## src/rtl/exec_pkg.sv

```systemverilog
// exec_pkg: shared ALU opcodes, ARM condition codes and NZCV flag layout
package exec_pkg;
  localparam logic [3:0] OP_AND = 4'b0000;
  localparam logic [3:0] OP_SUB = 4'b0010;
  localparam logic [3:0] OP_ADD = 4'b0100;
  typedef enum logic [3:0] {
    C_EQ, C_NE, C_CS, C_CC, C_MI, C_PL, C_VS, C_VC,
    C_HI, C_LS, C_GE, C_LT, C_GT, C_LE, C_AL, C_NV
  } cond_e;
  typedef struct packed {
    logic n;
    logic z;
    logic c;
    logic v;
  } nzcv_t;
endpackage

```

## src/rtl/cond_check.sv

```systemverilog
// cond_check: ARM condition-code evaluation against the current NZCV flags
module cond_check
  import exec_pkg::*;
(
  input  cond_e cond,
  input  nzcv_t f,
  output logic  pass
);
  always_comb begin
    pass = 1'b1;
    case (cond)
      C_EQ: pass = f.z;
      C_NE: pass = !f.z;
      C_CS: pass = f.c;
      C_CC: pass = !f.c;
      C_MI: pass = f.n;
      C_PL: pass = !f.n;
      C_VS: pass = f.v;
      C_VC: pass = !f.v;
      C_HI: pass = f.c && !f.z;
      C_LS: pass = !f.c || f.z;
      C_GE: pass = f.n == f.v;
      C_LT: pass = f.n != f.v;
      C_GT: pass = !f.z && (f.n == f.v);
      C_LE: pass = f.z || (f.n != f.v);
      default: pass = 1'b1;
    endcase
  end
endmodule

```

## src/rtl/exec_flags_stage.sv

```systemverilog
// exec_flags_stage: condition check, NZCV update and 2-entry writeback FIFO
module exec_flags_stage
  import exec_pkg::*;
#(
  parameter int DATA_W = 32,
  parameter int DEPTH  = 2
) (
  input  logic              clk,
  input  logic              rst_n,
  input  logic              in_valid,
  output logic              in_ready,
  input  logic [DATA_W-1:0] alu_result,
  input  logic              alu_cout,
  input  logic              alu_zero,
  input  logic              op_a_msb,
  input  logic              op_b_msb,
  input  logic [3:0]        alu_op,
  input  logic [3:0]        cond,
  input  logic              set_flags,
  input  logic              wr_req,
  input  logic [3:0]        rd,
  output logic              out_valid,
  input  logic              out_ready,
  output logic [DATA_W-1:0] out_data,
  output logic [3:0]        out_rd,
  output logic              out_we,
  output logic [3:0]        flags
);
  logic [DATA_W-1:0] dat [DEPTH];
  logic [3:0]        rdq [DEPTH];
  logic [DEPTH-1:0]  weq;
  logic [1:0]        count;
  nzcv_t             f;
  logic              pass, push, pop, upd, wi, res_msb, v_add, v_sub;
  cond_check u_cond (.cond(cond_e'(cond)), .f(f), .pass(pass));
  assign in_ready  = count < 2'(DEPTH);
  assign out_valid = count != 2'd0;
  assign push      = in_valid && in_ready;
  assign pop       = out_valid && out_ready;
  assign upd       = push && pass && set_flags;
  assign wi        = (count == 2'd1) && !pop;
  assign res_msb   = alu_result[DATA_W-1];
  assign v_add     = (op_a_msb == op_b_msb) && (res_msb != op_a_msb);
  assign v_sub     = (op_a_msb != op_b_msb) && (res_msb != op_a_msb);
  assign out_data  = dat[0];
  assign out_rd    = rdq[0];
  assign out_we    = out_valid && weq[0];
  assign flags     = f;
  always_ff @(posedge clk or negedge rst_n) begin
    if (!rst_n) begin
      count <= '0;
      f     <= '0;
      weq   <= '0;
      for (int i = 0; i < DEPTH; i++) begin
        dat[i] <= '0;
        rdq[i] <= '0;
      end
    end else begin
      count <= count + 2'(push) - 2'(pop);
      if (pop) begin
        dat[0] <= dat[1];
        rdq[0] <= rdq[1];
        weq[0] <= weq[1];
      end
      if (push) begin
        dat[wi] <= alu_result;
        rdq[wi] <= rd;
        weq[wi] <= pass && wr_req;
      end
      if (upd)
        f <= '{n: res_msb, z: alu_zero,
               c: (alu_op == OP_ADD || alu_op == OP_SUB) ? alu_cout : f.c,
               v: alu_op == OP_ADD ? v_add : alu_op == OP_SUB ? v_sub : f.v};
    end
  end
endmodule

```

## config.mk

```make
export PLATFORM = sky130hd
export DESIGN_NAME = exec_flags_stage
export DESIGN_NICKNAME = d
export VERILOG_FILES = /design/src/rtl/exec_pkg.sv /design/src/rtl/cond_check.sv /design/src/rtl/exec_flags_stage.sv
export SDC_FILE = /design/constraint.sdc
export NUM_CORES = 1
export LEC_CHECK = 0
export BUFFER_PORTS_ARGS = -buffer_cell sky130_fd_sc_hd__buf_2
export CAP_MARGIN = 10
export CORE_MARGIN = 4
export CORE_UTILIZATION = 28
export DETAILED_ROUTE_END_ITERATION = 8
export MAX_ROUTING_LAYER = met4
export PLACE_DENSITY_LB_ADDON = 0.2
export RECOVER_POWER = 50
export SLEW_MARGIN = 20
export SYNTH_ARGS = -nofsm -noshare
export SYNTH_HDL_FRONTEND = slang
export SYNTH_SLANG_ARGS = --single-unit
```

## constraint.sdc

```tcl
create_clock -name clk -period 2.05 [get_ports clk]
set_clock_uncertainty 0.15 [all_clocks]
set_input_delay 0.1025 -clock clk [delete_from_list [all_inputs] [get_ports clk]]
set_output_delay 0.1025 -clock clk [all_outputs]
set_load 0.005 [all_outputs]
```

==> flow_metrics.env, run 1 <==
export IMPL_ys_top_cells_by_area="dfrtp_1 (52%), mux2_2 (11%), mux2i_1 (9.6%), buf_4 (7.2%), o21ai_0 (5.0%)"
export IMPL_drive_gt1_frac=0.3622
export IMPL_seq_area_frac_synth=0.5176
export IMPL_period_minus_slack_ns=2.100
export IMPL_insertion_delay_ns=0.33
export IMPL_async_flop_share=1.000
export IMPL_syn_inst=337
export IMPL_synth_edff_count=0
export IMPL_syn_to_final_growth_pct=30.38
export IMPL_yosys_register_bits=80
export IMPL_numCtsBuffers=9
export IMPL_top_usage_layer="met2"
export IMPL_coreArea_sq_um=13400
export IMPL_setup_worst_path_start="flags[0]$_DFFE_PN0P_"
export IMPL_drcViolationCount=0
export IMPL_viasPerCell=4.387
export IMPL_synth_top_cell_area_share=0.5176
export IMPL_setup_tns_final_ns=-0.1600
export IMPL_rsz0062_at_grt="true"
export IMPL_grt_util_met1=0.1597
export IMPL_worst_setup_path_type="reg2reg"
export IMPL_netlist_area_sq_um=3867
export IMPL_worst_slew_pin_slew_ns=1.161
export IMPL_clk_path_buf_depth=2
export IMPL_setup_slack_ns=-0.05024
export IMPL_grt_pass1_wl_mm=14.77
export IMPL_gp_congestion=0.7250
export IMPL_dp_hpwl_mm=5.803
export IMPL_rr_startpoint="flags[0]$_DFFE_PN0P_"
export IMPL_grt_pass1_vias=2861
export IMPL_grt_usage=0.1207
export IMPL_endpoint_kind="flip-flop"
export IMPL_via_count=2746
export IMPL_routed_wl_mm=8.658
export IMPL_p_leak_nw=2.362
export IMPL_yosysMostFrequentCell="dfrtp_1"
export IMPL_grt_max_degree=49
export IMPL_cts_max_level=3
export IMPL_met2_usage=0.1762
export IMPL_dp_cells=568
export IMPL_final_hold_viol_count=0
export IMPL_syn_avg_cell_area_sq_um=11.48
export IMPL_grt_overflow=0
export IMPL_setup_violations=6
export IMPL_arrival_ns=2.20
export IMPL_final_cells=626
export IMPL_num_rows=42
export IMPL_netlist_top_cells_count="dfrtp_1 (80), nand2_1 (41), o21ai_0 (39)"
export IMPL_initial_core_util=0.2886
export IMPL_synth_main_ff_cell="dfrtp_1"
export IMPL_port_buffers=96
export IMPL_use_met3=0.02814
export IMPL_worstSetupStartpointType="flip-flop"
export IMPL_die_h_um=125.5
export IMPL_wl_per_cell_um=13.83
export IMPL_crit_fanout=3
export IMPL_drt_iter0_drc=111
export IMPL_syn_nets=393
export IMPL_drtAntennaViolNets=0
export IMPL_r2r_slack_ns=-0.05
export IMPL_outcome="complete, but fails checks"
export IMPL_synth_top_cell_by_area="dfrtp_1"
export IMPL_slew_limit_headroom=0.2260
export IMPL_hold_path_class="in2reg"
export IMPL_num_nets_final=501
export IMPL_first_pass_iters=5
export IMPL_cts_sinks=80
export IMPL_rr_worst_depth=8
export IMPL_final_util=0.3763
export IMPL_violations="negative setup slack"
export IMPL_r2r_end="weq[0]$_DFF_PN0_"
export IMPL_cts_clk_slew_worst_paths_ns=0.06
export IMPL_grt_antenna_before_repair=0
export IMPL_finalCritPeriodShare=1.025
export IMPL_maxSlewViolCount=0
export IMPL_root_buffer="clkbuf_16"
export IMPL_crit_end="weq[0]$_DFF_PN0_"
export IMPL_cts_tree="built"
export IMPL_die_area_sq_um=15760
export IMPL_ir_worst_vdd_mv=0.5845
export IMPL_ios=97
export IMPL_die_w_um=125.5
export IMPL_diodes=0
export IMPL_fmax_ghz=0.4761
export IMPL_finalPower_mw=6.534
export IMPL_p_per_area_nw_per_um2=1296
export IMPL_ys_warn_count=0
export IMPL_yosysUniqueCellTypes=37
export IMPL_max_cap_violations=0
export IMPL_worst_ep_required_time_ns=2.15
[per-stage QoR]
stage          area (sq um)  setup slack [ns]  hold WS [ns]
4_1_cts                5055          -0.07498       0.09797
6_report               5042          -0.05024        0.1018
5_1_grt                5042           -0.1049        0.1072
3_3_place_gp           4368         -0.003457       0.01664
3_5_place_dp           4368          -0.05554       0.02031
2_1_floorplan          3871         -0.008565       -0.3431
[timing repair]
item                                    CTS  global route
gates resized for setup                   2             5
endpoints found under the setup margin    4             4
buffers inserted                          1             1
hold endpoints to repair                120             0
hold buffers                             40             0
pin swaps                                 0             2
[cell families (layout without fill, tap and decap cells)]
| family | count (synthesis) | in the layout | synth area share |
|---|---|---|---|
| DFF | 80 | 80 | 0.5176 |
| muxes | 77 | 77 | 0.2142 |
| adders and majority gates | 2 | 2 | 0.006469 |
| and+or+nand+nor | 60 | 60 | 0.07280 |
| buffers and inverters | 60 | 173 | 0.09803 |
| xor gates and xnor gates | 7 | 7 | 0.01585 |
| AOI/OAI and AO/OA | 51 | 51 | 0.07506 |
[power breakdown]
part,switching [mW],internal [mW]
registers,0.391,2.36
logic,1.04,1.26
clock network,0.630,0.849
[flip-flops by register name (all words and copies together) (netlist names)]
register / count
flags: 4
weq: 2
out_rd: 4
out_data: 32
count: 2
rdq: 4
dat: 32
[critical path, stage by stage (launching register included)]
cell	delay [ns]
dfrtp_1	0.39
xor2_1	0.17
or4_1	0.42
a311oi_2	0.25
a211oi_2	0.11
buf_4	0.15
buf_4	0.12
buf_4	0.12
o22ai_1	0.15
[per-layer routing]
metal	part of all wire	up-vias
li1	-	1339
met1	0.49	1317
met2	0.44	75
met3	0.050	15
met4	0.022	0
met5	0	-
[worst min-delay path by stage]
| stage | cells after the start | slack, ns | endpoint | start |
|---|---|---|---|---|
| CTS | 4 | 0.1 | flags[0]$_DFFE_PN0P_ | op_a_msb |
| finish | 5 | 0.10 | flags[0]$_DFFE_PN0P_ | alu_op[3] |
| floorplan | 0 | -0.34 | count[0]$_DFF_PN0_ | rst_n |
| global route | 5 | 0.11 | flags[0]$_DFFE_PN0P_ | alu_op[0] |
| global placement | 1 | 0.02 | dat[18]$_DFFE_PN0P_ | rst_n |
| detailed placement | 1 | 0.02 | dat[18]$_DFFE_PN0P_ | rst_n |
[placed cells by master (no fill, tap or decap), drive strengths merged, types with 4 or more instances in the layout]
cell type,Yosys,routed
buf,44,94
dfrtp,80,80
nand2,42,42
dlygate4sd3,0,40
mux2,40,40
o21ai,39,39
mux2i,37,37
clkbuf,10,28
inv,6,6
xnor2,4,4
[final cells by class]
cell class | count | area, sq um
clock buffers | 11 | 242.7
inverters | 6 | 22.52
well taps | 176 | 220.2
fillers | 1370 | 8358
clock inverters | 5 | 32.53
multi-input cells | 197 | 1523
repair buffers | 151 | 999.7
flip-flops and latches | 80 | 2002
(Power assumes the default switching activity.)
==> run 2, diff against run 1 <==
--- a/config.mk
+++ b/config.mk
@@ -5,14 +5,15 @@
 export SDC_FILE = /design/constraint.sdc
 export NUM_CORES = 1
 export LEC_CHECK = 0
-export BUFFER_PORTS_ARGS = -buffer_cell sky130_fd_sc_hd__buf_2
+export BUFFER_PORTS_ARGS = -buffer_cell sky130_fd_sc_hd__clkbuf_2
 export CAP_MARGIN = 10
 export CORE_MARGIN = 4
-export CORE_UTILIZATION = 28
+export CORE_UTILIZATION = 48
 export DETAILED_ROUTE_END_ITERATION = 8
 export MAX_ROUTING_LAYER = met4
 export PLACE_DENSITY_LB_ADDON = 0.2
 export RECOVER_POWER = 50
+export SETUP_SLACK_MARGIN = 0.4
 export SLEW_MARGIN = 20
 export SYNTH_ARGS = -nofsm -noshare
 export SYNTH_HDL_FRONTEND = slang
==> flow_metrics.env, run 2 (same netlist as run 1, synthesis figures left out) <==
export IMPL_p_leak_nw=2.791
export IMPL_finalPower_mw=7.859
export IMPL_worstSetupStartpointType="flip-flop"
export IMPL_num_nets_final=536
export IMPL_port_buffers=96
export IMPL_max_cap_violations=0
export IMPL_grt_pass1_vias=3139
export IMPL_maxSlewViolCount=0
export IMPL_final_util=0.7452
export IMPL_via_count=2993
export IMPL_crit_fanout=5
export IMPL_setup_tns_final_ns=-0.2002
export IMPL_max_stage_delay_ns=0.39
export IMPL_viasPerCell=5.099
export IMPL_p_per_area_nw_per_um2=1358
export IMPL_finalInstanceArea_sq_um=5788
export IMPL_ir_worst_vdd_mv=0.6651
export IMPL_grt_overflow=0
export IMPL_cts_tree="built"
export IMPL_final_hold_viol_count=0
export IMPL_clk_path_buf_depth=2
export IMPL_violations="negative setup slack"
export IMPL_period_minus_slack_ns=2.139
export IMPL_die_h_um=97.76
export IMPL_worst_path_max_delay_cell="dfrtp_1"
export IMPL_root_buffer="clkbuf_8"
export IMPL_grt_usage=0.2214
export IMPL_drive_gt1_frac=0.4577
export IMPL_cts_sinks=80
export IMPL_cts_max_level=3
export IMPL_r2r_end="flags[3]$_DFFE_PN0P_"
export IMPL_dp_cells=492
export IMPL_rsz0062_at_grt="true"
export IMPL_finalCritPeriodShare=1.043
export IMPL_gp_congestion=0.7384
export IMPL_mostFrequentLayoutCells="clkbuf_2 (85), dfrtp_1 (79), dlygate4sd3_1 (40)"
export IMPL_grt_max_degree=57
export IMPL_r2r_slack_ns=-0.09
export IMPL_crit_end="flags[3]$_DFFE_PN0P_"
export IMPL_grt_pass1_wl_mm=16.15
export IMPL_dp_hpwl_mm=5.139
export IMPL_placed_area_sq_um=4287
export IMPL_initial_core_util=0.4979
export IMPL_routed_wl_mm=10.06
export IMPL_slew_limit_headroom=0.4680
export IMPL_rr_worst_depth=7
export IMPL_die_w_um=97.76
export IMPL_final_common_cell="clkbuf_2"
export IMPL_worstPathCellList="buf_6 > mux2i_2 > xor2_1 > o32ai_2 > a211oi_2 > nand2b_4 > mux2_4"
export IMPL_hold_path_class="in2reg"
export IMPL_arrival_ns=2.22
export IMPL_diodes=0
export IMPL_coreArea_sq_um=7767
export IMPL_num_rows=32
export IMPL_fillers=545
export IMPL_outcome="complete, but fails checks"
export IMPL_wl_per_cell_um=17.13
export IMPL_drt_iter0_drc=84
export IMPL_syn_to_final_growth_pct=49.66
export IMPL_insertion_delay_ns=0.36
export IMPL_setup_violations=5
export IMPL_numCtsBuffers=9
export IMPL_worst_ep_required_time_ns=2.14
export IMPL_worst_setup_path_type="reg2reg"
export IMPL_fmax_ghz=0.4676
export IMPL_drcViolationCount=0
export IMPL_worst_slew_pin_slew_ns=0.7980
export IMPL_hold_start="op_a_msb"
export IMPL_setup_worst_path_start="flags[2]$_DFFE_PN0P_"
export IMPL_drtAntennaViolNets=0
export IMPL_first_pass_iters=4
export IMPL_grt_antenna_before_repair=0
export IMPL_setup_slack_ns=-0.08861
export IMPL_cts_clk_slew_worst_paths_ns=0.08
export IMPL_rr_startpoint="flags[2]$_DFFE_PN0P_"
export IMPL_endpoint_kind="flip-flop"
export IMPL_ios=97
export IMPL_final_cells=587
export IMPL_die_area_sq_um=9557
run 2: area by class of cell:
type	instances	area [sq um]	share of cell area
Clock buffer	11	131.4	0.02270
Clock inverter	5	105.1	0.01816
Inverter	6	25.02	0.004323
Multi-Input combinational cell	197	1765	0.3050
Sequential cell	80	2003	0.3461
Tap cell	102	127.6	0.02205
Timing Repair Buffer	186	1630	0.2817
run 2: worst min path at each step:
| stage | cells past startpoint | slack [ns] | endpoint |
|---|---|---|---|
| after detailed placement | 1 | -0.08 | flags[3]$_DFFE_PN0P_ |
| after floorplan | 0 | -0.34 | count[0]$_DFF_PN0_ |
| after global placement | 1 | -0.08 | flags[0]$_DFFE_PN0P_ |
| after CTS | 4 | 0.04 | flags[0]$_DFFE_PN0P_ |
| after global routing | 5 | 0.11 | flags[1]$_DFFE_PN0P_ |
| final | 4 | 0.06 | flags[0]$_DFFE_PN0P_ |
run 2: worst max-delay path, delay by kind of cell (launching register included):
kind | cells | cell delay [ns]
compound gates | 2 | 0.44
xor+xnor | 1 | 0.23
buf+inv | 1 | 0.13
flops | 1 | 0.39
mux | 2 | 0.48
simple gates | 1 | 0.21
run 2: what timing repair did:
action,CTS,global route
pin swaps,31,35
hold buffers,40,0
gates cloned,11,0
setup buffers,24,4
gates resized for setup,103,40
endpoints found under the hold margin,157,0
setup endpoints to repair,80,82
run 2: power breakdown:
part	total, mW	internal, mW	switching, mW
clock network	1.37	0.810	0.560
registers	2.85	2.36	0.492
logic	3.64	2.21	1.43
total	7.86	5.38	2.48
run 2: per-stage QoR:
step           setup slack (ns)  hold slack, ns
5_1_grt                 -0.1964          0.1075
6_report               -0.08861         0.05673
3_5_place_dp           -0.01141        -0.08000
3_3_place_gp            0.02905        -0.07805
4_1_cts                -0.01657         0.03996
2_1_floorplan         -0.008444         -0.3431
run 2: metal layers:
metal  GRT usage  up-vias  wire, um
met5           -        -         0
met4     0.07242        0       212
met3     0.05071       17       435
met2      0.3532       87      5019
met1      0.2812     1475      4387
li1            -     1414         -
==> run 3, diff against run 2 <==
--- a/config.mk
+++ b/config.mk
@@ -11,7 +11,7 @@
 export CORE_UTILIZATION = 48
 export DETAILED_ROUTE_END_ITERATION = 8
 export MAX_ROUTING_LAYER = met4
-export PLACE_DENSITY_LB_ADDON = 0.2
+export PLACE_DENSITY = 0.87
 export RECOVER_POWER = 50
 export SETUP_SLACK_MARGIN = 0.4
 export SLEW_MARGIN = 20
==> constraint.sdc (replaced) <==
create_clock -name clk -period 1.8 [get_ports clk]
set_clock_uncertainty 0.15 [all_clocks]
set_input_delay 0.09 -clock clk [delete_from_list [all_inputs] [get_ports clk]]
set_output_delay 0.09 -clock clk [all_outputs]
set_load 0.005 [all_outputs]
==> flow_metrics.env, run 3 (same netlist as run 1, synthesis figures left out) <==
export IMPL_num_nets_final=546
export IMPL_endpoint_kind="flip-flop"
export IMPL_die_h_um=97.76
export IMPL_holdPathStages=4
export IMPL_port_buffers=96
export IMPL_crit_fanout=3
export IMPL_num_rows=32
export IMPL_coreArea_sq_um=7767
export IMPL_drive_gt1_frac=0.4889
export IMPL_hold_path_class="in2reg"
export IMPL_cts_clk_slew_worst_paths_ns=0.08
export IMPL_period_minus_slack_ns=2.070
export IMPL_maxSlewViolCount=0
export IMPL_gp_congestion=0.8584
export IMPL_routed_wl_mm=11.79
export IMPL_setup_tns_final_ns=-1.088
export IMPL_hold_start="op_a_msb"
export IMPL_grt_pass1_wl_mm=18.41
export IMPL_fillers=467
export IMPL_worstPathCellList="xor2_1 > or4_1 > a311oi_2 > a211oi_2 > nor2_2 > mux2_2"
export IMPL_ios=97
export IMPL_grt_max_degree=41
export IMPL_first_pass_iters=4
export IMPL_holdWs_ns=0.08344
export IMPL_max_stage_delay_ns=0.43
export IMPL_grt_usage=0.2543
export IMPL_max_cap_violations=0
export IMPL_rr_worst_depth=6
export IMPL_via_count=3141
export IMPL_crit_buf_inv=0
export IMPL_worst_ep_required_time_ns=1.88
export IMPL_die_w_um=97.76
export IMPL_insertion_delay_ns=0.35
export IMPL_violations="negative setup slack"
export IMPL_worst_setup_path_type="reg2reg"
export IMPL_finalCritPeriodShare=1.150
export IMPL_syn_to_final_growth_pct=55.22
export IMPL_outcome="complete, but fails checks"
export IMPL_min_to="flags[0]$_DFFE_PN0P_"
export IMPL_worst_slew_pin_slew_ns=0.6866
export IMPL_cts_sinks=80
export IMPL_setup_slack_ns=-0.2697
export IMPL_setup_violations=7
export IMPL_cp_top_family="simple AND/OR/NAND/NOR gates"
export IMPL_grt_antenna_before_repair=0
export IMPL_r2r_end="flags[1]$_DFFE_PN0P_"
export IMPL_finalPower_mw=9.365
export IMPL_die_area_sq_um=9557
export IMPL_dp_cells=502
export IMPL_cts_tree="built"
export IMPL_clk_path_buf_depth=2
export IMPL_p_per_area_nw_per_um2=1560
export IMPL_slew_limit_headroom=0.5423
export IMPL_grt_overflow=0
export IMPL_rr_startpoint="flags[0]$_DFFE_PN0P_"
export IMPL_grt_pass1_vias=3501
export IMPL_r2r_slack_ns=-0.27
export IMPL_initial_core_util=0.4979
export IMPL_drcViolationCount=0
export IMPL_rsz0062_at_grt="true"
export IMPL_drt_iter0_drc=143
export IMPL_worstSetupStartpointType="flip-flop"
export IMPL_diodes=0
export IMPL_arrival_ns=2.15
export IMPL_wl_per_cell_um=19.75
export IMPL_worst_path_max_delay_cell="or4_1"
export IMPL_p_leak_nw=2.867
export IMPL_final_hold_viol_count=0
export IMPL_numCtsBuffers=9
export IMPL_final_common_cell="clkbuf_2"
export IMPL_cts_max_level=3
export IMPL_dp_hpwl_mm=5.913
export IMPL_mostFrequentLayoutCells="clkbuf_2 (85), dfrtp_1 (80), dlygate4sd3_1 (40)"
export IMPL_viasPerCell=5.261
export IMPL_drtAntennaViolNets=0
export IMPL_final_cells=597
export IMPL_ir_worst_vdd_mv=0.7235
export IMPL_fmax_ghz=0.4832
export IMPL_root_buffer="clkbuf_8"
==> run 3: cell count changes in the layout (fill, tap and decap cells not counted), sizes merged <==
cell      change
buf          +10
bufinv        -2
clkbuf        -2
clkinv        +2
clkinvlp      -1
inv           +3
==> run 3: worst register-to-register path, stage by stage (launching register included) <==
cell	delay (ns)
dfrtp_1	0.40
xor2_1	0.18
or4_1	0.43
a311oi_2	0.24
a211oi_2	0.09
nor2_2	0.13
mux2_2	0.35
==> run 3: per-layer routing <==
metal  share of wire  track usage
met5               0            -
met3           0.036      0.04286
met2            0.54       0.4486
met4           0.019      0.07135
met1            0.41       0.3004
==> run 3: what timing repair did <==
action / in CTS / in global routing
endpoints found under the hold margin: 157 / 0
pin swaps: 8 / 8
cloned: 14 / 1
setup buffers: 19 / 5
setup endpoints to repair: 82 / 83
hold buffers: 40 / 0
resized for setup: 55 / 27
==> run 3: worst max-delay path by stage <==
stage | start | to | slack, ns | cells after the start
2_1_floorplan | flags[3]$_DFFE_PN0P_ | flags[1]$_DFFE_PN0P_ | -0.26 | 6
3_3_place_gp | flags[0]$_DFFE_PN0P_ | flags[1]$_DFFE_PN0P_ | -0.25 | 6
3_5_place_dp | flags[0]$_DFFE_PN0P_ | flags[1]$_DFFE_PN0P_ | -0.29 | 6
4_1_cts | flags[0]$_DFFE_PN0P_ | flags[1]$_DFFE_PN0P_ | -0.30 | 6
5_1_grt | flags[0]$_DFFE_PN0P_ | flags[0]$_DFFE_PN0P_ | -0.37 | 6
6_report | flags[0]$_DFFE_PN0P_ | flags[1]$_DFFE_PN0P_ | -0.27 | 6
==> run 3: area by class of cell <==
class                           count  area [sq um]  area share
Clock buffer                        9         123.9     0.02063
Tap cell                          102         127.6     0.02126
Clock inverter                      7         77.57     0.01292
Timing Repair Buffer              196          1814      0.3022
Multi-Input combinational cell    197          1833      0.3053
Sequential cell                    80          2002      0.3335
Inverter                            6         25.02    0.004168
==> run 3: where the power goes <==
| part | switching, mW | total (mW) | internal [mW] |
|---|---|---|---|
| Clock | 0.709 | 1.37 | 0.656 |
| Combinational | 1.85 | 4.68 | 2.83 |
| Sequential | 0.639 | 3.32 | 2.68 |
==> run 3: per-stage QoR <==
step                utilization  area [sq um]  setup slack (ns)
finish                   0.7729          6003           -0.2697
floorplan                     -          4164           -0.2584
detailed placement       0.5834          4532           -0.2909
global placement         0.5834          4532           -0.2529
global route             0.7729          6003           -0.3735
CTS                      0.7498          5824           -0.3013
